`config.mk`:
```
export PLATFORM = sky130hd
export DESIGN_NAME = psram_mem_ctrl_flat
export DESIGN_NICKNAME = d
export VERILOG_FILES = /design/src/rtl/gba_io_pkg.sv /design/src/rtl/mux_mem_interface.sv /design/src/rtl/mem_wait_counter.sv /design/src/rtl/psram_mem_ctrl.sv /design/src/flat_wrapper.sv
export SDC_FILE = /design/constraint.sdc
export NUM_CORES = 1
export LEC_CHECK = 0
export BUFFER_PORTS_ARGS = -buffer_cell sky130_fd_sc_hd__buf_4
export CAP_MARGIN = 10
export CORE_ASPECT_RATIO = 0.75
export CORE_MARGIN = 3
export CORE_UTILIZATION = 40
export DETAILED_ROUTE_END_ITERATION = 16
export GPL_ROUTABILITY_DRIVEN = 0
export GPL_TIMING_DRIVEN = 0
export PLACE_DENSITY_LB_ADDON = 0.15
export SLEW_MARGIN = 25
export SYNTH_ARGS = -nofsm -noshare
export SYNTH_HDL_FRONTEND = slang
export SYNTH_SLANG_ARGS = --single-unit
```
`constraint.sdc`:
```
create_clock -name clk -period 7.15 [get_ports clk]
set_clock_uncertainty 0.15 [all_clocks]
set_input_delay 1.43 -clock clk [delete_from_list [all_inputs] [get_ports clk]]
set_output_delay 1.43 -clock clk [all_outputs]
set_load 0.02 [all_outputs]
```
`src/rtl/gba_io_pkg.sv`:
```
// Shared types for the PSRAM memory controller: FSM state encoding, access
// width codes and small decode helpers.
package gba_io_pkg;

  typedef enum logic [2:0] {
    IDLE  = 3'd0,
    RD_LO = 3'd1,
    RD_HI = 3'd2,
    WR_LO = 3'd3,
    WR_HI = 3'd4,
    DONE  = 3'd5
  } mem_state_e;

  localparam logic [1:0] W8  = 2'b01;
  localparam logic [1:0] W16 = 2'b10;
  localparam logic [1:0] W32 = 2'b11;

  // Width 00 has no byte/word meaning of its own and behaves as a halfword.
  function automatic logic [1:0] norm_width(input logic [1:0] width);
    return (width == 2'b00) ? W16 : width;
  endfunction

  function automatic logic is_active(input mem_state_e st);
    return (st == RD_LO) || (st == RD_HI) || (st == WR_LO) || (st == WR_HI);
  endfunction

  function automatic logic misaligned(input logic [1:0] width, input logic [1:0] low_addr);
    return ((width == W16) && low_addr[0]) || ((width == W32) && (low_addr != 2'b00));
  endfunction

endpackage

```
`src/rtl/mux_mem_interface.sv`:
```
// Request/response bus between the memory mux and a memory controller.
interface mux_mem_interface;
  logic [25:0] mem_addr;
  logic        mem_rd;
  logic        mem_wr;
  logic [1:0]  mem_data_width;
  logic [31:0] mem_wr_data;
  logic        mem_rd_ready;
  logic        mem_wr_ready;
  logic [31:0] mem_rd_data;
  logic        mem_rd_valid;

  modport mem (
    input  mem_addr, mem_rd, mem_wr, mem_data_width, mem_wr_data,
    output mem_rd_ready, mem_wr_ready, mem_rd_data, mem_rd_valid
  );

  modport master (
    output mem_addr, mem_rd, mem_wr, mem_data_width, mem_wr_data,
    input  mem_rd_ready, mem_wr_ready, mem_rd_data, mem_rd_valid
  );
endinterface

```
`src/rtl/mem_wait_counter.sv`:
```
// Strobe-hold timer: load starts a WAIT_CYCLES-long window, done marks its
// final cycle.
module mem_wait_counter #(
  parameter int WAIT_CYCLES = 2
) (
  input  logic clk,
  input  logic rst,
  input  logic load,
  output logic done
);

  logic [3:0] count;

  always_ff @(posedge clk) begin
    if (rst) begin
      count <= 4'd0;
    end else if (load) begin
      count <= 4'(WAIT_CYCLES - 1);
    end else if (count != 4'd0) begin
      count <= count - 4'd1;
    end
  end

  assign done = (count == 4'd0);

endmodule

```
`src/rtl/psram_mem_ctrl.sv`:
```
// Asynchronous PSRAM controller: splits 8/16/32-bit bus requests into 16-bit
// strobe cycles. Define MEM_CTRL_ALIGN_CHECK_EN to enable the sticky mem_err flag.
module psram_mem_ctrl
  import gba_io_pkg::*;
#(
  parameter int WAIT_CYCLES = 2
) (
  input  logic             clk,
  input  logic             rst,
  mux_mem_interface.mem    mem,
  output logic [24:0]      sram_addr,
  output logic [15:0]      sram_dq_o,
  output logic             sram_dq_oe,
  input  logic [15:0]      sram_dq_i,
  output logic             sram_ce_n,
  output logic             sram_oe_n,
  output logic             sram_we_n,
  output logic             sram_ub_n,
  output logic             sram_lb_n,
  output logic             mem_err
);

  mem_state_e  state;
  mem_state_e  next_state;
  logic [25:0] addr_q;
  logic [1:0]  width_q;
  logic [31:0] wr_data_q;
  logic [15:0] lo_q;
  logic        rd_q;
  logic        rd_accept;
  logic        wr_accept;
  logic        wait_load;
  logic        wait_done;
  logic [24:0] word_addr;

  // A simultaneous write is left pending on the bus rather than consumed.
  assign rd_accept = (state == IDLE) && mem.mem_rd;
  assign wr_accept = (state == IDLE) && mem.mem_wr && !mem.mem_rd;
  assign wait_load = is_active(next_state) && (next_state != state);
  assign word_addr = addr_q[25:1];

  mem_wait_counter #(.WAIT_CYCLES(WAIT_CYCLES)) u_wait (
    .clk  (clk),
    .rst  (rst),
    .load (wait_load),
    .done (wait_done)
  );

  always_ff @(posedge clk) begin
    if (rst) state <= IDLE;
    else     state <= next_state;
  end

  always_comb begin
    next_state = state;
    case (state)
      IDLE: begin
        if (rd_accept)      next_state = RD_LO;
        else if (wr_accept) next_state = WR_LO;
      end
      RD_LO: if (wait_done) next_state = (width_q == W32) ? RD_HI : DONE;
      RD_HI: if (wait_done) next_state = DONE;
      WR_LO: if (wait_done) next_state = (width_q == W32) ? WR_HI : DONE;
      WR_HI: if (wait_done) next_state = DONE;
      DONE:  next_state = IDLE;
      default: next_state = IDLE;
    endcase
  end

  always_ff @(posedge clk) begin
    if (rst) begin
      addr_q          <= 26'd0;
      width_q         <= W16;
      wr_data_q       <= 32'd0;
      lo_q            <= 16'd0;
      rd_q            <= 1'b0;
      mem.mem_rd_data <= 32'd0;
    end else begin
      if (rd_accept || wr_accept) begin
        addr_q    <= mem.mem_addr;
        width_q   <= norm_width(mem.mem_data_width);
        wr_data_q <= mem.mem_wr_data;
        rd_q      <= rd_accept;
      end
      // The low half of a 32-bit read is staged so mem_rd_data only changes once.
      if ((state == RD_LO) && wait_done) begin
        if (width_q == W32)     lo_q <= sram_dq_i;
        else if (width_q == W8) mem.mem_rd_data <= {24'd0, addr_q[0] ? sram_dq_i[15:8] : sram_dq_i[7:0]};
        else                    mem.mem_rd_data <= {16'd0, sram_dq_i};
      end
      if ((state == RD_HI) && wait_done) mem.mem_rd_data <= {sram_dq_i, lo_q};
    end
  end

  always_comb begin
    sram_addr         = 25'd0;
    sram_dq_o         = 16'd0;
    sram_dq_oe        = 1'b0;
    sram_ce_n         = 1'b1;
    sram_oe_n         = 1'b1;
    sram_we_n         = 1'b1;
    sram_ub_n         = 1'b1;
    sram_lb_n         = 1'b1;
    mem.mem_rd_ready  = (state == IDLE);
    mem.mem_wr_ready  = (state == IDLE);
    mem.mem_rd_valid  = (state == DONE) && rd_q;
    if (is_active(state)) begin
      sram_ce_n = 1'b0;
      sram_addr = ((state == RD_HI) || (state == WR_HI)) ? word_addr + 25'd1 : word_addr;
      if (width_q == W8) begin
        sram_ub_n = !addr_q[0];
        sram_lb_n = addr_q[0];
      end else begin
        sram_ub_n = 1'b0;
        sram_lb_n = 1'b0;
      end
      if ((state == RD_LO) || (state == RD_HI)) begin
        sram_oe_n = 1'b0;
      end else begin
        sram_we_n  = 1'b0;
        sram_dq_oe = 1'b1;
        if (width_q == W8)        sram_dq_o = {2{wr_data_q[7:0]}};
        else if (state == WR_HI)  sram_dq_o = wr_data_q[31:16];
        else                      sram_dq_o = wr_data_q[15:0];
      end
    end
  end

`ifdef MEM_CTRL_ALIGN_CHECK_EN
  always_ff @(posedge clk) begin
    if (rst) begin
      mem_err <= 1'b0;
    end else if ((rd_accept || wr_accept) &&
                 misaligned(norm_width(mem.mem_data_width), mem.mem_addr[1:0])) begin
      mem_err <= 1'b1;
    end
  end
`else
  assign mem_err = 1'b0;
`endif

endmodule
```
`src/flat_wrapper.sv`:
```
// flat-port wrapper written by rule: the top's interface ports become plain ports
module psram_mem_ctrl_flat import gba_io_pkg::*;
#(
  parameter int WAIT_CYCLES = 2
)
  (clk, rst, sram_addr, sram_dq_o, sram_dq_oe, sram_dq_i, sram_ce_n, sram_oe_n, sram_we_n, sram_ub_n, sram_lb_n, mem_err, mem_mem_addr, mem_mem_rd, mem_mem_wr, mem_mem_data_width, mem_mem_wr_data, mem_mem_rd_ready, mem_mem_wr_ready, mem_mem_rd_data, mem_mem_rd_valid);
  mux_mem_interface mem_i ();
  input  logic clk;
  input  logic rst;
  output logic [24:0] sram_addr;
  output logic [15:0] sram_dq_o;
  output logic sram_dq_oe;
  input  logic [15:0] sram_dq_i;
  output logic sram_ce_n;
  output logic sram_oe_n;
  output logic sram_we_n;
  output logic sram_ub_n;
  output logic sram_lb_n;
  output logic mem_err;
  input wire logic [$bits(mem_i.mem_addr)-1:0] mem_mem_addr;
  input wire logic [$bits(mem_i.mem_rd)-1:0] mem_mem_rd;
  input wire logic [$bits(mem_i.mem_wr)-1:0] mem_mem_wr;
  input wire logic [$bits(mem_i.mem_data_width)-1:0] mem_mem_data_width;
  input wire logic [$bits(mem_i.mem_wr_data)-1:0] mem_mem_wr_data;
  output wire logic [$bits(mem_i.mem_rd_ready)-1:0] mem_mem_rd_ready;
  output wire logic [$bits(mem_i.mem_wr_ready)-1:0] mem_mem_wr_ready;
  output wire logic [$bits(mem_i.mem_rd_data)-1:0] mem_mem_rd_data;
  output wire logic [$bits(mem_i.mem_rd_valid)-1:0] mem_mem_rd_valid;
  assign mem_i.mem_addr = mem_mem_addr;
  assign mem_i.mem_rd = mem_mem_rd;
  assign mem_i.mem_wr = mem_mem_wr;
  assign mem_i.mem_data_width = mem_mem_data_width;
  assign mem_i.mem_wr_data = mem_mem_wr_data;
  assign mem_mem_rd_ready = mem_i.mem_rd_ready;
  assign mem_mem_wr_ready = mem_i.mem_wr_ready;
  assign mem_mem_rd_data = mem_i.mem_rd_data;
  assign mem_mem_rd_valid = mem_i.mem_rd_valid;
  psram_mem_ctrl #(.WAIT_CYCLES(WAIT_CYCLES)) u_core (.clk(clk), .rst(rst), .mem(mem_i), .sram_addr(sram_addr), .sram_dq_o(sram_dq_o), .sram_dq_oe(sram_dq_oe), .sram_dq_i(sram_dq_i), .sram_ce_n(sram_ce_n), .sram_oe_n(sram_oe_n), .sram_we_n(sram_we_n), .sram_ub_n(sram_ub_n), .sram_lb_n(sram_lb_n), .mem_err(mem_err));
endmodule
```
======== Yosys cells after proc, flatten, opt, wreduce, memory -nomap -nowiden ========
Index checks and enable logic that the tools add are counted.
word-level totals
  logic and storage cells ................. 83
  memory bits (writable) .................. 0
  output and inout port bits .............. 83
  ROM bits ................................ 0
  input bits .............................. 80
  bits in registers ....................... 116
  memories kept ........................... 0
  latch bits .............................. 0
operators by class
  eq/ne operators ......................... 13
  bitwise gates (word level) .............. 0
  shift-type cells ........................ 0
  order comparisons ....................... 0
  multiplexer cells ....................... 32
  add/subtract/negate cells ............... 2
  $mul .................................... 0
  reduce and logical (&&, ||, !) cells .... 27
  divide/modulo/power cells ............... 0
operators by type and width
  operator                                                            number
  32-bit 2-to-1 mux                                                   3
  16-bit 2-to-1 mux                                                   5
  25-bit 2-to-1 mux                                                   2
  25-bit by 1-bit adder with 25-bit output, second input constant     1
  3-bit 2-to-1 mux                                                    6
  1-bit 2-to-1 mux                                                    13
  3-bit by 2-bit == test with 1-bit output, second input constant     4
  3-bit one-hot mux with 4 select lines                               1
  3-bit == test, second input constant                                3
  1-bit logical OR                                                    8
  8-bit 2-to-1 mux                                                    1
  1-bit logical AND                                                   7
  3-bit by 1-bit == test with 1-bit output, second input constant     2
  4-bit zero test                                                     1
  2-bit AND reduction                                                 2
  2-bit nonzero test                                                  2
  4-bit nonzero test                                                  1
  2-bit OR reduction                                                  2
  4-bit by 1-bit subtractor with 4-bit output, second input constant  1
  3-bit zero test                                                     1
  3-bit inequality test                                               1
  2-bit by 1-bit == test with 1-bit output, second input constant     1
  2-bit == test, second input constant                                1
  1-bit zero test                                                     2
  3 further kinds                                                     3

======== Logic depth before layout (Yosys ltp) ========
  depth in word-level cells ............... 12
  depth in mapped cells ................... 9
  gate-level depth less buffers ........... 6

======== Modules after synthesis ========
A second synthesis with hierarchy kept.
second synthesis, totals
  cells, all modules ...................... 723
  area total of the unflattened synthesis .. 5385.2 µm²
by module, submodules not included
  module            cells each  area each (µm²)  instances  seq. area each (µm²)
  psram_mem_ctrl    703         5182.5           1          2242.2
  mem_wait_counter  20          202.7            1          80.1

======== Worst setup path before layout ========
No wires, ideal clock.
  path kind ............................... register -> output
  start ................................... register u_core.addr_q[1]
  end ..................................... output port sram_addr[14]
  cell stages (with the launch flop) ...... 7
  path slack .............................. 3.505 ns
  required time ........................... 5.570 ns
  data arrival time ....................... 2.065 ns
  cell sequence ........................... dfxtp_1 ha_1 clkbuf_1 nand3_1 or4_4 or3_1 a21oi_1
between the ends
  word-level cells in the longest chain between the ends .. 3
ends and longest elaborated chain
  element                                   line                   source
  from (decl)                               psram_mem_ctrl.sv:25   logic [25:0] addr_q;
  from (signal assigned)                    psram_mem_ctrl.sv:80   addr_q <= mem.mem_addr;
  25-bit by 1-bit adder with 25-bit output  psram_mem_ctrl.sv:109  sram_addr = ((state == RD_HI) || (state == WR_HI)) ? word_addr + 25'd1 : word_addr;
  25-bit 2-to-1 mux                         psram_mem_ctrl.sv:109
  25-bit 2-to-1 mux                         psram_mem_ctrl.sv:107  if (is_active(state)) begin
  to (decl)                                 flat_wrapper.sv:10     output logic [24:0] sram_addr;
Every way passes these cells.

======== Worst setup path after layout ========
Same ends and word-level chain as after synthesis.

==> out/metrics.yaml <==
outcome: "finished clean"
antennaDiodeCount: 0
synthTopCellsByCount: "209 x nand2_1, 133 x a21oi_1, 116 x dfxtp_1"
synthFlopType: "dfxtp_1"
cts_setup_buffers: 0
cp.required_ns: 5.57
vias: 6167
setup_tns_ns: 0
multi_input_area_um2: 2977
slowest_delay_ns: 0.50
seqPwrFrac: 0.289
cellInternalPower_mw: 1.902
rsz0062_at_grt: "false"
grt_max_degree: 17
netlist_area_um2: 5638
synth_top_cell_area_share: 0.4119
grt.overflow.total: 0
dieArea_um2: 15570
synth_top_family_by_area: "simple AND/OR/NAND/NOR gates"
top_usage_layer: "met2"
start_util: 0.4214
crit_arrival_ns: 2.82
drcViolationCount: 0
ant_nets: 0
clock_path_buffers: 2
syn_to_final_growth_pct: 36.20
fmax_ghz: 0.2274
insertion_delay_ns: 0.41
synth-async-reset-ratio: 0
ys_seq_area_frac: 0.4119
synth_top_area_cell: "dfxtp_1"
setup_violations: 0
wirelength_um: 19070
slew_viol_final: 0
drt_iter0_markers: 506
wl_per_cell_um: 16.68
ir_drop_v: 0.0002055
fin_crit_ns: 4.399
ys_seq_elements: 116
met1_usage: 0.3538
power_switching_mw: 1.387
layoutNonFillerInstCount: 1143
min_period_over_period: 0.6152
track_usage: 0.2414
gr-usage-met2: 0.3549
hp-class: "flop to flop"
regArea_um2: 2322
p_sw_frac: 0.4218
cts_root_buffer: "clkbuf_16"
start_kind: "flop"
powerDensity_nw_per_um2: 428.3
avgViaCountPerCell: 5.395
crit_family: "simple AND/OR/NAND/NOR gates"
yosys.area_share.adder: 0.004439
ctsResizeCount: 0
fillers: 1297
dr.pass1.iters: 5
worstMarginPinSlew_ns: 0.9935
met3_usage: 0.06138
synth_compound_area_frac: 0.2022
p_clk_frac: 0.277
drive_above_1_share: 0.2130
synth_most_common_cell: "nand2_1"
synth_edf_count: 0
netlist_instances: 780
placementRows: 36
comb_power_share: 0.435
synthXorXnorAreaFrac: 0.01087
portBuffers: 160
leakage_nw: 3.018
reg2reg_setup_slack_ns: 4.37
nNetsFinal: 1041
critPathMaxFanout: 9
cts_tree: "built"
ios: 163
fp.dieW_um: 143.1
path_clk_slew_ns: 0.05
cts_hold_buf: 0
grt_pass1_vias: 5741
cpMaxStageDelayCell: "dfxtp_1"
htreeDepth: 4
crit_type: "flop to output port"
cp.buffers_inverters: 2
antenna_found_initial: 0
synthMuxAreaShare: 0.001775
hold_viol: 0
cts_made_buffers: 17
yosys.area_share.simple: 0.3080
p_total_mw: 3.289
synth_nets: 862
cp_cell_sequence: "ha_1 > clkbuf_1 > nand3_1 > or4_4 > or3_1 > a21oi_1 > buf_4"
dp.cells: 1111
core_um2: 13380
post-dp-hpwl_um: 13770
synth.distinct_cells: 51
ys_warn_count: 0
cts_num_sinks: 116
max_cap_violations: 0
endpoint_kind: "output port"
slew_headroom: 0.3326
grt_first_pass_wirelength_um: 29770
die_h_um: 108.8
synth.top_cells.by_area: "dfxtp_1 41%, nand2_1 14%, a21oi_1 12%, clkbuf_1 3.5%, nand3_1 3.0%"
avgSynthCellArea_um2: 7.228
flip-flops by register name, indices dropped and copies added (netlist names):
| name | cells |
|---|---|
| u_core.state | 3 |
| u_core.mem.mem_rd_data | 32 |
| u_core.width_q | 2 |
| u_core.addr_q | 26 |
| u_core.u_wait.count | 4 |
| u_core.wr_data_q | 32 |
| u_core.rd_q | 1 |
| u_core.lo_q | 16 |
area by class of cell:
type / count / share of cell area
buffer: 67 / 0.03585
clock buffer: 20 / 0.05817
clock inverter: 12 / 0.02330
inverter: 17 / 0.008310
multi-input combinational: 580 / 0.3876
sequential: 116 / 0.3024
tap: 171 / 0.02786
timing repair buffer: 160 / 0.1564
worst register-to-register path: stages, from the launching register on:
cell	delay, ns
dfxtp_1	0.31
inv_1	0.07
ha_1	0.22
or3b_1	0.35
buf_2	0.19
nor3_1	0.81
buf_2	0.37
nand2_1	0.08
a21oi_1	0.14
worst paths after layout:
kind / start / end / cells past startpoint
hold / removal: u_core.wr_data_q[12]$_SDFFE_PP0P_ / u_core.wr_data_q[12]$_SDFFE_PP0P_ / 2
setup reg to reg: u_core.u_wait.count[0]$_SDFFE_PP0P_ / u_core.lo_q[7]$_SDFFE_PP0P_ / 8
hold reg to reg: u_core.wr_data_q[12]$_SDFFE_PP0P_ / u_core.wr_data_q[12]$_SDFFE_PP0P_ / 2
setup / recovery: u_core.addr_q[1]$_SDFFE_PP0P_ / sram_addr[14] / 7
cells in the final DEF (no fill, tap or decap), types with 6 or more instances in the layout:
cell | synthesis | final
nand4_1 | 6 | 6
and3_1 | 9 | 9
nor4_1 | 11 | 11
nor3_1 | 10 | 10
clkbuf_16 | 0 | 17
xnor2_1 | 6 | 6
nor2_1 | 36 | 36
buf_2 | 7 | 7
a21oi_1 | 133 | 133
inv_1 | 17 | 17
or3_1 | 12 | 12
clkbuf_1 | 52 | 54
buf_4 | 2 | 162
nand3b_1 | 9 | 9
dfxtp_1 | 116 | 116
nand3_1 | 34 | 34
o21ai_0 | 11 | 11
or4_1 | 7 | 7
a211oi_1 | 16 | 16
clkinvlp_4 | 0 | 6
o31ai_1 | 15 | 15
nand2_1 | 209 | 209
a311oi_1 | 8 | 8
layer usage:
metal	vias up	part of all wire
li1	3064	-
met5	-	0
met4	0	0.0079
met1	2827	0.48
met2	260	0.43
met3	16	0.088
per-stage QoR:
step	utilization	setup slack, ns	cell area (um2)	hold slack [ns]
global route	0.5740	2.531	7679	0.3175
finish	0.5740	2.751	7679	0.3050
detailed placement	0.5272	3.218	7053	0.2971
CTS	0.5740	2.774	7679	0.3039
global placement	0.5272	3.212	7053	0.2952
floorplan	-	3.505	5638	0.2864
power by group through the flow:
stage          Combinational (mW)  Sequential (mW)  Clock (mW)
6_report                     1.43            0.949       0.911
5_1_grt                      1.57            0.972       0.943
4_1_cts                      1.43            0.946       0.915
3_5_place_dp                 1.42            0.958           0
3_3_place_gp                 1.41            0.956           0
2_1_floorplan               0.862            0.976           0
kinds of logic (layout without fill, tap and decap cells):
family,count (synthesis),after routing
other,1,1
buffers and inverters,84,276
xor gates and xnor gates,7,7
and+or+nand+nor,371,371
adders and majority gates,2,2
muxes,1,1
AOI/OAI and AO/OA,198,198
DFF,116,116
(Power assumes the default switching activity.)
